## config.mk

```make
export PLATFORM = sky130hd
export DESIGN_NAME = ch_seq_ctrl
export DESIGN_NICKNAME = d
export VERILOG_FILES = /design/src/rtl/ch_seq_ctrl_pkg.sv /design/src/rtl/ch_seg_table.sv /design/src/rtl/ch_seq_ctrl.sv
export SDC_FILE = /design/constraint.sdc
export NUM_CORES = 1
export LEC_CHECK = 0
export ABC_AREA = 1
export BUFFER_PORTS_ARGS = -buffer_cell sky130_fd_sc_hd__buf_2
export CORE_MARGIN = 2
export CORE_UTILIZATION = 48
export DETAILED_ROUTE_END_ITERATION = 16
export HOLD_SLACK_MARGIN = 0.06
export PLACE_DENSITY_LB_ADDON = 0.25
export SETUP_SLACK_MARGIN = 0.15
export SYNTH_ARGS = -nofsm -noshare
export SYNTH_HDL_FRONTEND = slang
export SYNTH_SLANG_ARGS = --single-unit
export TNS_END_PERCENT = 100
```

## constraint.sdc

```tcl
create_clock -name s_axi_clk -period 2.9 [get_ports s_axi_clk]
set_input_delay 0.29 -clock s_axi_clk [delete_from_list [all_inputs] [get_ports s_axi_clk]]
set_output_delay 0.29 -clock s_axi_clk [all_outputs]
set_load 0.01 [all_outputs]
```

## src/rtl/ch_seq_ctrl_pkg.sv

```systemverilog
// Shared types and timing constants for the channel segment sequencer.
package ch_seq_pkg;

  typedef enum logic [2:0] {
    S_IDLE,
    S_LOAD,
    S_STROBE_STOP,
    S_STROBE_ADDR,
    S_RUN,
    S_NEXT,
    S_DONE
  } state_t;

  localparam logic [2:0] STROBE_HI  = 3'd2;
  localparam logic [2:0] STROBE_CYC = 3'd4;
  localparam logic [2:0] BLANK_CYC  = 3'd4;

  // Record fields are sized for the widest supported configuration;
  // narrower instances zero-extend into them.
  localparam int SEG_ADDR_MAX = 32;
  localparam int SEG_REP_MAX  = 16;

  typedef struct packed {
    logic [SEG_ADDR_MAX-1:0] start;
    logic [SEG_ADDR_MAX-1:0] stop;
    logic [SEG_REP_MAX-1:0]  reps;
  } seg_t;

endpackage

```

## src/rtl/ch_seg_table.sv

```systemverilog
// Segment table: one synchronous write port, one combinational read port.
module ch_seg_table
  import ch_seq_pkg::*;
#(
  parameter int N_ADDR_BITS  = 20,
  parameter int N_SEG        = 8,
  parameter int SEG_IDX_BITS = 3,
  parameter int REP_BITS     = 8
) (
  input  logic                    clk_i,
  input  logic                    rst_i,
  input  logic                    wr_en_i,
  input  logic [SEG_IDX_BITS-1:0] wr_idx_i,
  input  logic [N_ADDR_BITS-1:0]  wr_start_i,
  input  logic [N_ADDR_BITS-1:0]  wr_stop_i,
  input  logic [REP_BITS-1:0]     wr_reps_i,
  input  logic [SEG_IDX_BITS-1:0] rd_idx_i,
  output seg_t                    rd_seg_o
);

  logic [N_ADDR_BITS-1:0] start_q [N_SEG];
  logic [N_ADDR_BITS-1:0] stop_q  [N_SEG];
  logic [REP_BITS-1:0]    reps_q  [N_SEG];

  always_ff @(posedge clk_i) begin
    if (rst_i) begin
      for (int i = 0; i < N_SEG; i++) begin
        start_q[i] <= '0;
        stop_q[i]  <= '0;
        reps_q[i]  <= '0;
      end
    end else if (wr_en_i) begin
      start_q[wr_idx_i] <= wr_start_i;
      stop_q[wr_idx_i]  <= wr_stop_i;
      reps_q[wr_idx_i]  <= wr_reps_i;
    end
  end

  always_comb begin
    rd_seg_o = '0;
    rd_seg_o.start[N_ADDR_BITS-1:0] = start_q[rd_idx_i];
    rd_seg_o.stop[N_ADDR_BITS-1:0]  = stop_q[rd_idx_i];
    rd_seg_o.reps[REP_BITS-1:0]     = reps_q[rd_idx_i];
  end

endmodule

```

## src/rtl/ch_seq_ctrl.sv

```systemverilog
// Segment sequencer: walks the segment table, strobes stop/start addresses
// into the channel RAM controller and advances on playback_done edges.
module ch_seq_ctrl
  import ch_seq_pkg::*;
#(
  parameter int N_ADDR_BITS  = 20,
  parameter int N_SEG        = 8,
  parameter int SEG_IDX_BITS = 3,
  parameter int REP_BITS     = 8
) (
  input  logic                    s_axi_clk,
  input  logic                    s_axi_reset,
  input  logic                    seg_wr_en,
  input  logic [SEG_IDX_BITS-1:0] seg_wr_idx,
  input  logic [N_ADDR_BITS-1:0]  seg_wr_start,
  input  logic [N_ADDR_BITS-1:0]  seg_wr_stop,
  input  logic [REP_BITS-1:0]     seg_wr_reps,
  input  logic [SEG_IDX_BITS-1:0] last_seg,
  input  logic                    loop_sequence,
  input  logic                    start,
  input  logic                    abort,
  input  logic                    playback_done,
  output logic                    write_addr,
  output logic                    write_stop_addr,
  output logic [N_ADDR_BITS-1:0]  set_ram_addr,
  output logic [N_ADDR_BITS-1:0]  stop_addr,
  output logic                    playback_en,
  output logic                    loop_playback,
  output logic                    mode,
  output logic                    busy,
  output logic                    seq_done,
  output logic                    aborted,
  output logic                    seg_err,
  output logic [SEG_IDX_BITS-1:0] cur_seg,
  output logic [REP_BITS-1:0]     rep_left
);

  state_t                  state_q;
  logic [2:0]              cnt_q;
  logic                    write_addr_q, write_stop_addr_q, playback_en_q;
  logic                    busy_q, seq_done_q, aborted_q, seg_err_q;
  logic [N_ADDR_BITS-1:0]  set_ram_addr_q, stop_addr_q;
  logic [SEG_IDX_BITS-1:0] cur_seg_q;
  logic [REP_BITS-1:0]     rep_left_q;
  logic                    pd_s1_q, pd_s2_q, pd_s3_q, pd_edge_q;

  seg_t                    rd_seg;
  logic [REP_BITS-1:0]     reps_eff;

  ch_seg_table #(
    .N_ADDR_BITS (N_ADDR_BITS),
    .N_SEG       (N_SEG),
    .SEG_IDX_BITS(SEG_IDX_BITS),
    .REP_BITS    (REP_BITS)
  ) u_table (
    .clk_i     (s_axi_clk),
    .rst_i     (s_axi_reset),
    .wr_en_i   (seg_wr_en),
    .wr_idx_i  (seg_wr_idx),
    .wr_start_i(seg_wr_start),
    .wr_stop_i (seg_wr_stop),
    .wr_reps_i (seg_wr_reps),
    .rd_idx_i  (cur_seg_q),
    .rd_seg_o  (rd_seg)
  );

  // A programmed play count of zero means "play once".
  assign reps_eff = (rd_seg.reps == '0) ? REP_BITS'(1) : rd_seg.reps[REP_BITS-1:0];

  // playback_done crosses from the playback clock: 2-flop sync, then edge.
  always_ff @(posedge s_axi_clk) begin
    if (s_axi_reset) begin
      pd_s1_q   <= 1'b0;
      pd_s2_q   <= 1'b0;
      pd_s3_q   <= 1'b0;
      pd_edge_q <= 1'b0;
    end else begin
      pd_s1_q   <= playback_done;
      pd_s2_q   <= pd_s1_q;
      pd_s3_q   <= pd_s2_q;
      pd_edge_q <= pd_s2_q & ~pd_s3_q;
    end
  end

  always_ff @(posedge s_axi_clk) begin
    if (s_axi_reset) begin
      state_q           <= S_IDLE;
      cnt_q             <= '0;
      write_addr_q      <= 1'b0;
      write_stop_addr_q <= 1'b0;
      playback_en_q     <= 1'b0;
      busy_q            <= 1'b0;
      seq_done_q        <= 1'b0;
      aborted_q         <= 1'b0;
      seg_err_q         <= 1'b0;
      set_ram_addr_q    <= '0;
      stop_addr_q       <= '0;
      cur_seg_q         <= '0;
      rep_left_q        <= '0;
    end else begin
      case (state_q)
        S_IDLE, S_DONE: begin
          if (start && !abort) begin
            seq_done_q <= 1'b0;
            aborted_q  <= 1'b0;
            seg_err_q  <= 1'b0;
            cur_seg_q  <= '0;
            busy_q     <= 1'b1;
            state_q    <= S_LOAD;
          end
        end
        S_LOAD: begin
          if (rd_seg.stop < rd_seg.start) begin
            seg_err_q  <= 1'b1;
            seq_done_q <= 1'b1;
            busy_q     <= 1'b0;
            state_q    <= S_DONE;
          end else begin
            rep_left_q        <= reps_eff;
            set_ram_addr_q    <= rd_seg.start[N_ADDR_BITS-1:0];
            stop_addr_q       <= rd_seg.stop[N_ADDR_BITS-1:0];
            write_stop_addr_q <= 1'b1;
            cnt_q             <= '0;
            state_q           <= S_STROBE_STOP;
          end
        end
        S_STROBE_STOP: begin
          if (cnt_q == STROBE_CYC - 3'd1) begin
            cnt_q        <= '0;
            write_addr_q <= 1'b1;
            state_q      <= S_STROBE_ADDR;
          end else begin
            cnt_q             <= cnt_q + 3'd1;
            write_stop_addr_q <= (cnt_q + 3'd1) < STROBE_HI;
          end
        end
        S_STROBE_ADDR: begin
          if (cnt_q == STROBE_CYC - 3'd1) begin
            cnt_q         <= '0;
            playback_en_q <= 1'b1;
            state_q       <= S_RUN;
          end else begin
            cnt_q        <= cnt_q + 3'd1;
            write_addr_q <= (cnt_q + 3'd1) < STROBE_HI;
          end
        end
        S_RUN: begin
          // cnt_q saturates at BLANK_CYC; edges before that are stale dones.
          if (pd_edge_q && cnt_q == BLANK_CYC) begin
            playback_en_q <= 1'b0;
            state_q       <= S_NEXT;
          end else if (cnt_q != BLANK_CYC) begin
            cnt_q <= cnt_q + 3'd1;
          end
        end
        S_NEXT: begin
          rep_left_q <= rep_left_q - REP_BITS'(1);
          if (rep_left_q != REP_BITS'(1)) begin
            write_addr_q <= 1'b1;
            cnt_q        <= '0;
            state_q      <= S_STROBE_ADDR;
          end else if (cur_seg_q != last_seg) begin
            cur_seg_q <= cur_seg_q + SEG_IDX_BITS'(1);
            state_q   <= S_LOAD;
          end else if (loop_sequence) begin
            cur_seg_q <= '0;
            state_q   <= S_LOAD;
          end else begin
            seq_done_q <= 1'b1;
            busy_q     <= 1'b0;
            state_q    <= S_DONE;
          end
        end
        default: state_q <= S_IDLE;
      endcase

      if (abort && busy_q) begin
        state_q           <= S_IDLE;
        playback_en_q     <= 1'b0;
        write_addr_q      <= 1'b0;
        write_stop_addr_q <= 1'b0;
        aborted_q         <= 1'b1;
        busy_q            <= 1'b0;
      end
    end
  end

  assign write_addr      = write_addr_q;
  assign write_stop_addr = write_stop_addr_q;
  assign set_ram_addr    = set_ram_addr_q;
  assign stop_addr       = stop_addr_q;
  assign playback_en     = playback_en_q;
  assign loop_playback   = 1'b0;
  assign mode            = 1'b0;
  assign busy            = busy_q;
  assign seq_done        = seq_done_q;
  assign aborted         = aborted_q;
  assign seg_err         = seg_err_q;
  assign cur_seg         = cur_seg_q;
  assign rep_left        = rep_left_q;

endmodule

```

==> flow_metrics.py <==
metrics = {
    "worst_setup_path": {
        "slowest_stage": "dfxtp_4",
        "cp_max_fo": 7,
        "arrival_ns": 3.52,
        "crit_type": "flop to flop",
        "crit_top_cell": "buf_12",
        "path_cells": "buf_12 > clkinv_16 > buf_12 > buf_16 > nor2_4 > o221ai_2 > o21ai_2 > ha_1 > nand4_1 > nor3_4 > and3_4 > nand2_2 > nand2_2 > nand2_4 > buf_12 > buf_16 > o21ai_4 > nor2_2",
        "cp-start-kind": "flop",
        "crit_required_ns": 3.38,
        "slowest_delay_ns": 0.37,
        "crit_path_end_kind": "flop",
    },
    "logic_synthesis": {
        "synth_warnings": 0,
        "synth_top_area_share": 0.572,
        "synth_edf_count": 384,
        "synth_top_family_by_area": "simple AND/OR/NAND/NOR gates",
        "synth_area_leader_cell": "edfxtp_1",
        "synth_compound_area_frac": 0.104,
        "synthAdderAreaFrac": 0.0174,
        "async_reset_ff_frac": 0,
        "synth_area_leaders": "edfxtp_1, nor2_1, dfxtp_1, o21ai_0, nand2_1",
        "ys_seq_area_frac": 0.642,
        "synth_seq_cells": 455,
        "syn-cell-area_sq_um": 20200,
        "post_synth_and_or_nand_nor_area_fraction": 0.183,
        "ys_types": 39,
        "muxShareOfSynthArea": 0.000496,
        "synth-xor-area-share": 0.00174,
        "syn_area_per_cell_sq_um": 9.74,
        "synth_ff_type": "edfxtp_1",
        "syn_inst": 2071,
    },
    "route": {
        "route.antenna.remaining_nets": 0,
        "wirelength_mm": 60.8,
        "first_pass_iters": 6,
        "first_iter_violations": 1939,
        "wire_per_inst_um": 21.2,
        "drc": 0,
        "via_per_inst": 5.65,
        "vias": 16200,
    },
    "place": {
        "io_buffers": 118,
        "place_hpwl_mm": 35.2,
        "dp.cells": 2732,
        "globalplace.congestion": 0.885,
    },
    "clocking": {
        "clkTransAtPathRegs_ns": 0.07,
        "cts-buffers-inserted": 49,
        "clockBufferDepth": 3,
        "h-tree-depth": 2,
        "clock_sink_count": 455,
        "clock-root-buffer": "clkbuf_16",
        "cts_tree": "done",
        "clk_latency_ns": 0.60,
    },
    "pwr": {
        "power_mw": 21.6,
        "cellPowerDensity_nw_per_um2": 853,
        "vdd_drop_max_mv": 0.466,
        "power.leakage_nw": 10.2,
    },
    "timing": {
        "finalCriticalPeriod_ns": 3.04,
        "rsz0062_at_grt": "true",
        "fin_ws_ns": -0.140,
        "finalSetupTns_ns": -3.42,
        "slew_headroom": 0.449,
        "slew_viol_final": 0,
        "max_freq_mhz": 329,
        "worstMarginPinSlew_ns": 0.827,
        "finClkSkew_ns": 0.0257,
        "hold_viol": 0,
        "setup_viol": 52,
        "min_period_over_period": 1.05,
    },
    "worst_hold_path": {
        "hp-class": "input pin to flop",
    },
    "finish": {
        "instances_no_fill": 2870,
        "nets": 2379,
        "fin_util": 0.607,
        "drive_gt1_frac": 0.220,
        "diodes": 0,
        "final_cell_mix": "nor2_1, edfxtp_1, nand2_1, o21ai_0, buf_2",
        "area_delta_synth_final_pct": 25.4,
        "final_common_cell": "nor2_1",
    },
    "status": {
        "status": "complete, but fails checks",
        "violations": "setup timing",
    },
    "grt": {
        "grt_pass1_wl_mm": 90.9,
        "grt_pass1_vias": 15700,
        "grt_max_degree": 50,
        "grt_remaining_overflow": 0,
        "grt_use_total": 0.274,
        "antenna_found_initial": 0,
    },
    "floorplan": {
        "start_util": 0.484,
        "row_count": 75,
        "die_x_um": 209,
        "core_area_sq_um": 41700,
        "die_area_sq_um": 43700,
        "io_pins": 121,
        "die_y_um": 209,
    },
    "flow_run": {
        "max_cap_violations": 0,
    },
}
-- final cells by class --
type / count / area [sq um]
inverters: 111 / 450
well taps: 539 / 674
repair buffers: 298 / 2780
repair inverters: 1 / 11.3
flip-flops and latches: 455 / 13000
clock buffers: 62 / 1380
clock inverters: 30 / 290
multi-input cells: 1374 / 6740
fillers: 3390 / 16400
-- through the flow --
stage | worst slack [ns] | hold WS [ns] | instance area (sq um)
global placement | -0.0992 | 0.384 | 22300
floorplan | 0.144 | 0.373 | 20300
CTS | 0.0456 | 0.0891 | 24800
global route | -0.207 | 0.121 | 25300
detailed placement | -0.166 | 0.389 | 22300
finish | -0.140 | 0.111 | 25300
-- sequential cells by signal, summed over array words and instances (netlist names), 3 cells and up, named ones only --
register,cells
set_ram_addr,20
cnt_q,3
rep_left,8
u_table.start_q,160
stop_addr,20
state_q,3
u_table.stop_q,160
u_table.reps_q,64
cur_seg,3
-- routing by layer --
metal  global-route usage  vias up  wire length, um
met5                    0        -                0
met4                0.101        0             2090
met3               0.0538      144             5260
met2                0.444      787            28600
met1                0.369     7842            24800
li1                     -     7450                -
-- where the power goes --
part	total [mW]	internal (mW)	leakage, nW	switching (mW)
clock network	6.41	3.76	0.816	2.65
logic	7.19	3.11	5.14	4.09
registers	7.97	7.68	4.26	0.292
total	21.6	14.5	10.2	7.03
-- cells in the mapped netlist (2+ instances only) --
| cell | number |
|---|---|
| a21oi_1 | 38 |
| nand2_4 | 2 |
| inv_2 | 3 |
| o21ai_1 | 26 |
| nor2_1 | 690 |
| o221ai_1 | 20 |
| buf_6 | 2 |
| a31oi_1 | 8 |
| edfxtp_1 | 384 |
| a21oi_2 | 4 |
| and3_1 | 2 |
| o211ai_1 | 3 |
| clkbuf_1 | 90 |
| nand2_2 | 5 |
| xnor2_1 | 4 |
| buf_2 | 24 |
| nand3_1 | 28 |
| inv_1 | 108 |
| ha_1 | 28 |
| buf_4 | 14 |
| nand2_1 | 219 |
| o22ai_1 | 66 |
| dfxtp_1 | 71 |
| nor3_1 | 6 |
| nor4_1 | 2 |
| o21ai_0 | 209 |
| buf_1 | 3 |
-- critical path: cells and delay by family (launching register included) --
family | cells | cell delay [ns]
AOI/OAI and AO/OA | 3 | 0.46
adders and majority gates | 1 | 0.30
buffers and inverters | 6 | 0.78
DFF | 1 | 0.37
and+or+nand+nor | 8 | 1.01
-- what timing repair did --
| item | CTS | global route |
|---|---|---|
| pin swaps | 23 | 35 |
| setup buffers | 20 | 7 |
| setup endpoints to repair | 56 | 56 |
| resized for setup | 105 | 86 |
| gates cloned | 9 | 8 |
| endpoints found under the hold margin | 3 | 0 |
| hold buffers | 2 | 0 |
-- logic make-up after synthesis --
group / count (synthesis)
xor+xnor: 4
compound gates: 379
mux: 1
other cells: 1
flops: 455
buf+inv: 244
simple gates: 959
fa+ha+maj: 28
-- path summary, 6_finish.rpt --
path                     from                     end  slack (ns)  depth (start not counted)
max                      flop            stop_addr[5]       -0.14                         18
min reg2reg           pd_s3_q               pd_edge_q        0.40                          1
min          seg_wr_start[18]  u_table.start_q[0][18]        0.11                          3
max reg2reg              flop            stop_addr[5]       -0.14                         18
Note: power is estimated with default switching activity, not from simulation.
